<file path="config.mk">
export PLATFORM = sky130hd
export DESIGN_NAME = ftc_dec_top
export DESIGN_NICKNAME = d
export VERILOG_FILES = /design/src/rtl/ftc_dec_top.sv
export SDC_FILE = /design/constraint.sdc
export NUM_CORES = 1
export LEC_CHECK = 0
export ABC_CLOCK_PERIOD_IN_PS = 2300
export BUFFER_PORTS_ARGS = -buffer_cell sky130_fd_sc_hd__buf_4
export CORE_MARGIN = 1.5
export CORE_UTILIZATION = 55
export DETAILED_ROUTE_END_ITERATION = 8
export MAX_ROUTING_LAYER = met4
export PLACE_DENSITY = 0.76
export SLEW_MARGIN = 20
export SYNTH_ARGS = -nofsm -noshare
export SYNTH_HDL_FRONTEND = slang
export SYNTH_SLANG_ARGS = --single-unit
export TNS_END_PERCENT = 50
</file>
<file path="constraint.sdc">
create_clock -name clk -period 2.3 [get_ports clk]
set_input_delay 0.345 -clock clk [delete_from_list [all_inputs] [get_ports clk]]
set_output_delay 0.345 -clock clk [all_outputs]
set_load 0.05 [all_outputs]
</file>
<file path="src/rtl/ftc_dec_top.sv">
// ftc_dec_top: forbidden-transition-code decoder, 44-bit coded bus to 32-bit data, 2-stage pipeline
// Ports: clk, rst (sync, active-low), data_in[43:0] (11 x 4-bit codewords), in_valid, err_clr,
//        data_out[31:0], out_valid, err, err_group[10:0] (per-group invalid), err_count[15:0] (saturating)
module ftc_dec_top (
    input  logic        clk,
    input  logic        rst,
    input  logic [43:0] data_in,
    input  logic        in_valid,
    input  logic        err_clr,
    output logic [31:0] data_out,
    output logic        out_valid,
    output logic        err,
    output logic [10:0] err_group,
    output logic [15:0] err_count
);
    logic [43:0] cap_q;
    logic        s1_q;
    logic [31:0] dout_d;
    logic [10:0] grp_d;
    logic [3:0]  t;
    // Returns {invalid, value}; invalid codewords decode to 000
    function automatic logic [3:0] dec(input logic [3:0] c);
        case (c)
            4'b0000: dec = 4'b0000;
            4'b0001: dec = 4'b0001;
            4'b0011: dec = 4'b0010;
            4'b0111: dec = 4'b0011;
            4'b1000: dec = 4'b0100;
            4'b1001: dec = 4'b0101;
            4'b1100: dec = 4'b0110;
            4'b1111: dec = 4'b0111;
            default: dec = 4'b1000;
        endcase
    endfunction
    always_comb begin
        dout_d = '0;
        grp_d  = '0;
        t      = '0;
        for (int g = 0; g < 10; g++) begin
            t                = dec(cap_q[4*g +: 4]);
            dout_d[3*g +: 3] = t[2:0];
            grp_d[g]         = t[3];
        end
        // Top group only carries two bits, so any codeword with msb value set is invalid too
        t              = dec(cap_q[43:40]);
        grp_d[10]      = t[3] | t[2];
        dout_d[31:30]  = grp_d[10] ? 2'b00 : t[1:0];
    end
    always_ff @(posedge clk) begin
        if (!rst) begin
            cap_q     <= '0;
            s1_q      <= 1'b0;
            data_out  <= '0;
            out_valid <= 1'b0;
            err       <= 1'b0;
            err_group <= '0;
            err_count <= '0;
        end else begin
            if (in_valid) cap_q <= data_in;
            s1_q      <= in_valid;
            out_valid <= s1_q;
            if (s1_q) begin
                data_out  <= dout_d;
                err_group <= grp_d;
                err       <= |grp_d;
            end
            if (err_clr) err_count <= '0;
            else if (s1_q && |grp_d && err_count != 16'hFFFF) err_count <= err_count + 16'd1;
        end
    end
endmodule

</file>
* Word-level counts from Yosys, hierarchy flattened
Memories as Yosys holds them, arrays and structs flattened. A register that Yosys moved wholly into a read port is not among the register bits.
Cells that the tools add are included.
** Word-level totals
- Bits in registers :: 106
- Memory bits (read-only) :: 704
- Bits of input ports :: 48
- Output and inout port bits :: 61
- Logic and storage cells :: 49
- Memories :: 11
** Operators by class
- $add $sub $neg :: 1
- Eq/ne operators :: 1
- Muxes and demuxes :: 23
- Bitwise logic cells :: 2
- Reductions and logical operators :: 4
** Memory list
- (no name shown) :: words 16, bits a word 4, read ports 1, clocked after memory_dff 1, wr ports 0, RTL line 23 : case (c)
- (no name shown) :: words 16, bits a word 4, read ports 1, clocked after memory_dff 1, wr ports 0, RTL line 23
- (no name shown) :: words 16, bits a word 4, read ports 1, clocked after memory_dff 1, wr ports 0, RTL line 23
- (no name shown) :: words 16, bits a word 4, read ports 1, clocked after memory_dff 1, wr ports 0, RTL line 23
- (no name shown) :: words 16, bits a word 4, read ports 1, clocked after memory_dff 1, wr ports 0, RTL line 23
- (no name shown) :: words 16, bits a word 4, read ports 1, clocked after memory_dff 1, wr ports 0, RTL line 23
- +5 memories
** Operator list (count)
- 2-to-1 mux 4 bit :: 22
- adder 16 x 1 -> 16 bit (second input constant) :: 1
- inequality test 16 bit (second input constant) :: 1
- OR reduction 11 bit :: 1
- logical AND 1 bit :: 2
- 2-to-1 mux 2 bit :: 1
- OR reduction 2 bit :: 1
- NOT 1 bit :: 1
- bitwise OR 1 bit :: 1

* Depth between registers and ports, before layout
- Word-level depth :: 4
- Gate-level depth with buffers :: 9
- Mapped depth without buffers :: 6

* Least setup slack after synthesis
OpenSTA, ideal clock, no wires.
- Path type :: flip-flop to flip-flop
- From :: register err_count[0]
- To :: register err_count[10]
- Setup time :: 0.071 ns
- Arrival :: 2.057 ns
- Required time :: 2.229 ns
- Slack :: 0.172 ns
- Stages on the path, launching flop included :: 7
- Path buffers :: 1
- Clock period less this slack :: 2.128 ns
- Cells stage by stage :: dfxtp_1 -> ha_1 -> and4_1 -> o311ai_2 -> buf_6 -> or4_1 -> a21oi_1
** Between the ends
- Longest elaborated chain between the ends :: 2
- Elaborated cells on any way between the ends :: 3
- Classes of those cells :: add/sub: 1; eq/ne: 1; reduce/logical: 1
** RTL lines
- from (decl) :: RTL line 14 : output logic [15:0] err_count
- from (signal assigned) :: RTL line 68 : else if (s1_q && |grp_d && err_count != 16'hFFFF) err_count <= err_count + 16'd1;
- branches (longest 2 deep; another with adder 16 x 1 -> 16 bit)
Parallel ways; which one is timed is not known.
A chain may end at the register's enable or synchronous reset.

* Worst setup path in the final report
- From :: register, netlist name grp_d[5]
- To :: register err_count[7]
** Between the ends
- Longest elaborated chain between the ends :: 3
** RTL lines (RTL line)
- OR reduction 11 bit :: 68
- logical AND 1 bit (2 in a row) :: 68
No other way between the ends.

==> metrics.md <==
| Metric | Value |
|---|---|
| Ant. Diodes | 0 |
| Skew-Pair Late Insertion Delay | between 0.5 and 0.6 ns |
| Net count after synthesis | about 670 |
| Clk_skew | 0.00948 ns |
| Fin crit period | ~2 ns |
| Finish-stage setup viols | 0 |
| Critical-path maximum fanout | 16 |
| Clock Sinks | 150 |
| Crit path DAT | 2.37 ns |
| Final Cell Area | between 7000 and 8000 sq um |
| Drt first pass iters | 5 |
| Nets | 783 |
| Crit path kind | register to register |
| Share of the cycle needed by the critical path after routing | between 80% and 90% |
| Post_cts resized | 0 |
| Via Count | around 4.7k |
| Detailed placement HPWL | between 9000 and 10000 um |
| Final WL | approximately 13000 um |
| Required @ worst endpoint | around 2.7 ns |
| Routed len/inst | roughly 15 um |
| Max cap viols | 0 |
| Global route overflow | 0 |
| Sequential area share after synthesis | 49.8% |
| RSZ-0062 raised after global routing | false |
| Mapped Cells | 612 |
| H-tree depth | 4 |
| Sum Neg Setup Slack | 0 ns |
| Initial Utilization | between 50% and 60% |
| HP Class | input port to register |
| Post-synth EDFFs | 0 |
| Tot GR Track Use | around 24% |
| Mapped Avg Cell Area | ~10 sq um |
| Synth Warn # | 0 |
| Dominant synthesized flop cell | dfxtp_1 |
| Maximum VDD drop | between 0.4 and 0.5 mV |
| #FFs+latches synth | 150 |
| Die area | approximately 12000 sq um |
| First-pass GRT wire length | about 21000 um |
| CP Capture Type | register |
| CTS tree | done |
| Clock-pin transition on the worst setup and hold timing paths | around 0.070 ns |
| Final non-filler cell total | roughly 880 |
| Util after Layout | 70.4% |
| Routability congestion estimate | ~0.86 |
| Post-CTS Setup Bufs | 0 |
| Number of global-route vias before repair | 4561 |
| Leak | 3.45 nW |
| Hold buffers post-CTS | 0 |
| Slew Limit Fails | 0 |
| Initial antenna violation count | 0 |
| Placed Area | ~7000 sq um |
| Post-DRT Antenna Nets | 0 |
| Core Area | approximately 11000 sq um |
| Final Hold Fails | 0 |
| Ports | approximately 110 |
| Synth-to-layout area growth | 25.4% |
| Placed cells | roughly 840 |
| Avg Vias per Cell | 5.37 |
| Clock Path Buffers | 2 |
| Status | finished, final reports clean |
| DRC | 0 |
| Startpoint types | register |
| Row count | 38 |
| Die height | roughly 110 um |
| Power per Cell Area | roughly 810 nW/um^2 |
| CTS root buf | clkbuf_8 |
| Worst-Margin Slew | between 0.6 and 0.7 ns |
| Largest net degree at the start of global routing | 31 |
| Share of cells above drive strength 1 | between 20% and 30% |
| Mapped cell area | 6030 sq um |
| Die extent in x | about 110 um |
| Worst slew margin | around 57% |
| Starting DRT DRC Count | 244 |
| CTS Buf Count | 17 |
| Worst hold slack | around 0.093 ns |
| Port bufs | around 110 |
| Asr flop ratio synth | 0% |
| Fmax | just over 0.5 GHz |
| Library cells used by synthesis | 53 |
[placed cells by master (no fill, tap or decap), drive strengths merged, types with 3 or more instances in the layout]
cell type    n
inv         42
a211oi       3
nand2       39
o21ai       12
ha          13
and3        10
xnor2        8
or4         10
nand3       18
xor2         4
nor2        80
mux2        33
buf        122
and4         5
nand2b       3
dfxtp      150
and2        10
clkinvlp     3
clkbuf      17
nor3        14
nand4        9
nor3b        4
mux2i       61
a21oi       20
clkinv       3
o2bb2ai      3
o31ai        8
o311ai       3
a21o         4
[per-stage QoR]
| step | power (mW) | worst slack (ns) |
|---|---|---|
| 6_report | 6.09 | 0.346 |
| 2_1_floorplan | 3.24 | 0.172 |
| 3_5_place_dp | 3.44 | 0.362 |
| 4_1_cts | 6.13 | 0.357 |
| 3_3_place_gp | 3.42 | 0.409 |
| 5_1_grt | 6.31 | 0.215 |
[critical path, stage by stage (launching register included)]
cell     delay (ns)
dfxtp_1        0.32
or4_4          0.57
o31ai_4        0.62
nor4_1         0.14
o21a_1         0.19
[logic make-up (layout without fill, tap and decap cells)]
logic type,Yosys count,after routing,share of synthesized area (%)
AOI/OAI and AO/OA,67,67,7.72
xor gates and xnor gates,12,12,1.74
adders and majority gates,13,13,2.70
buffers and inverters,66,189,4.77
DFF,150,150,49.8
muxes,94,94,16.3
and+or+nand+nor,210,210,17.0
[flip-flops by register name (all words and copies together) (netlist names)]
| signal | flops |
|---|---|
| err_count | 16 |
| data_out | 32 |
| cap_q | 44 |
| out_valid | 1 |
| s1_q | 1 |
| grp_d | 10 |
| err | 1 |
| t | 4 |
| err_group | 11 |
| dout_d | 30 |
[metal layers]
layer	track usage (%)	routed length [um]	share of wire, %
met1	27.2	5640	43
met2	41.7	6770	51
met3	5.21	543	4.1
met4	8.83	224	1.7
met5	-	0	0
[worst paths after layout]
path                 from            to  depth (start not counted)  slack [ns]
min reg2reg  data_out[31]  data_out[31]                          2        0.47
min           data_in[32]     cap_q[32]                          3        0.09
max reg2reg      grp_d[5]  err_count[7]                          4        0.35
max              grp_d[5]  err_count[7]                          4        0.35
[cells in the mapped netlist, types with 4 or more instances]
library cell  count  area share (%)
or4_1             8             1.0
mux2_2           14             2.6
o21ai_0           7            0.58
buf_2             8            0.66
a21oi_1          19             1.6
a21o_1            4            0.50
and4_1            5            0.73
nor3_1           13             1.1
o31ai_1           7            0.87
xor2_1            4            0.58
nand4_1           9            0.93
nand2_1          39             2.4
and3_1           10             1.0
nor2_1           80             5.0
nand3_1          18             1.5
nor3b_1           4            0.50
inv_2             5            0.31
xnor2_1           8             1.2
inv_1            30             1.9
ha_1             13             2.7
clkbuf_1         15            0.93
dfxtp_1         150              50
o21ai_1           5            0.41
and2_1           10             1.0
mux2i_1          61              10
mux2_1           19             3.5
[power by group]
| part | switching [mW] | internal [mW] | total, mW |
|---|---|---|---|
| combinational | 0.364 | 0.254 | 0.618 |
| clock | 1.14 | 1.57 | 2.71 |
| sequential | 0.0483 | 2.72 | 2.77 |
[cell type report]
type	instances	area (sq um)
Clock buffer	17	414
Clock inverter	15	169
Fill cell	824	3180
Inverter	35	131
Multi-Input combinational cell	396	2740
Sequential cell	150	3000
Tap cell	140	175
Timing Repair Buffer	122	928
(Power assumes the default switching activity.)
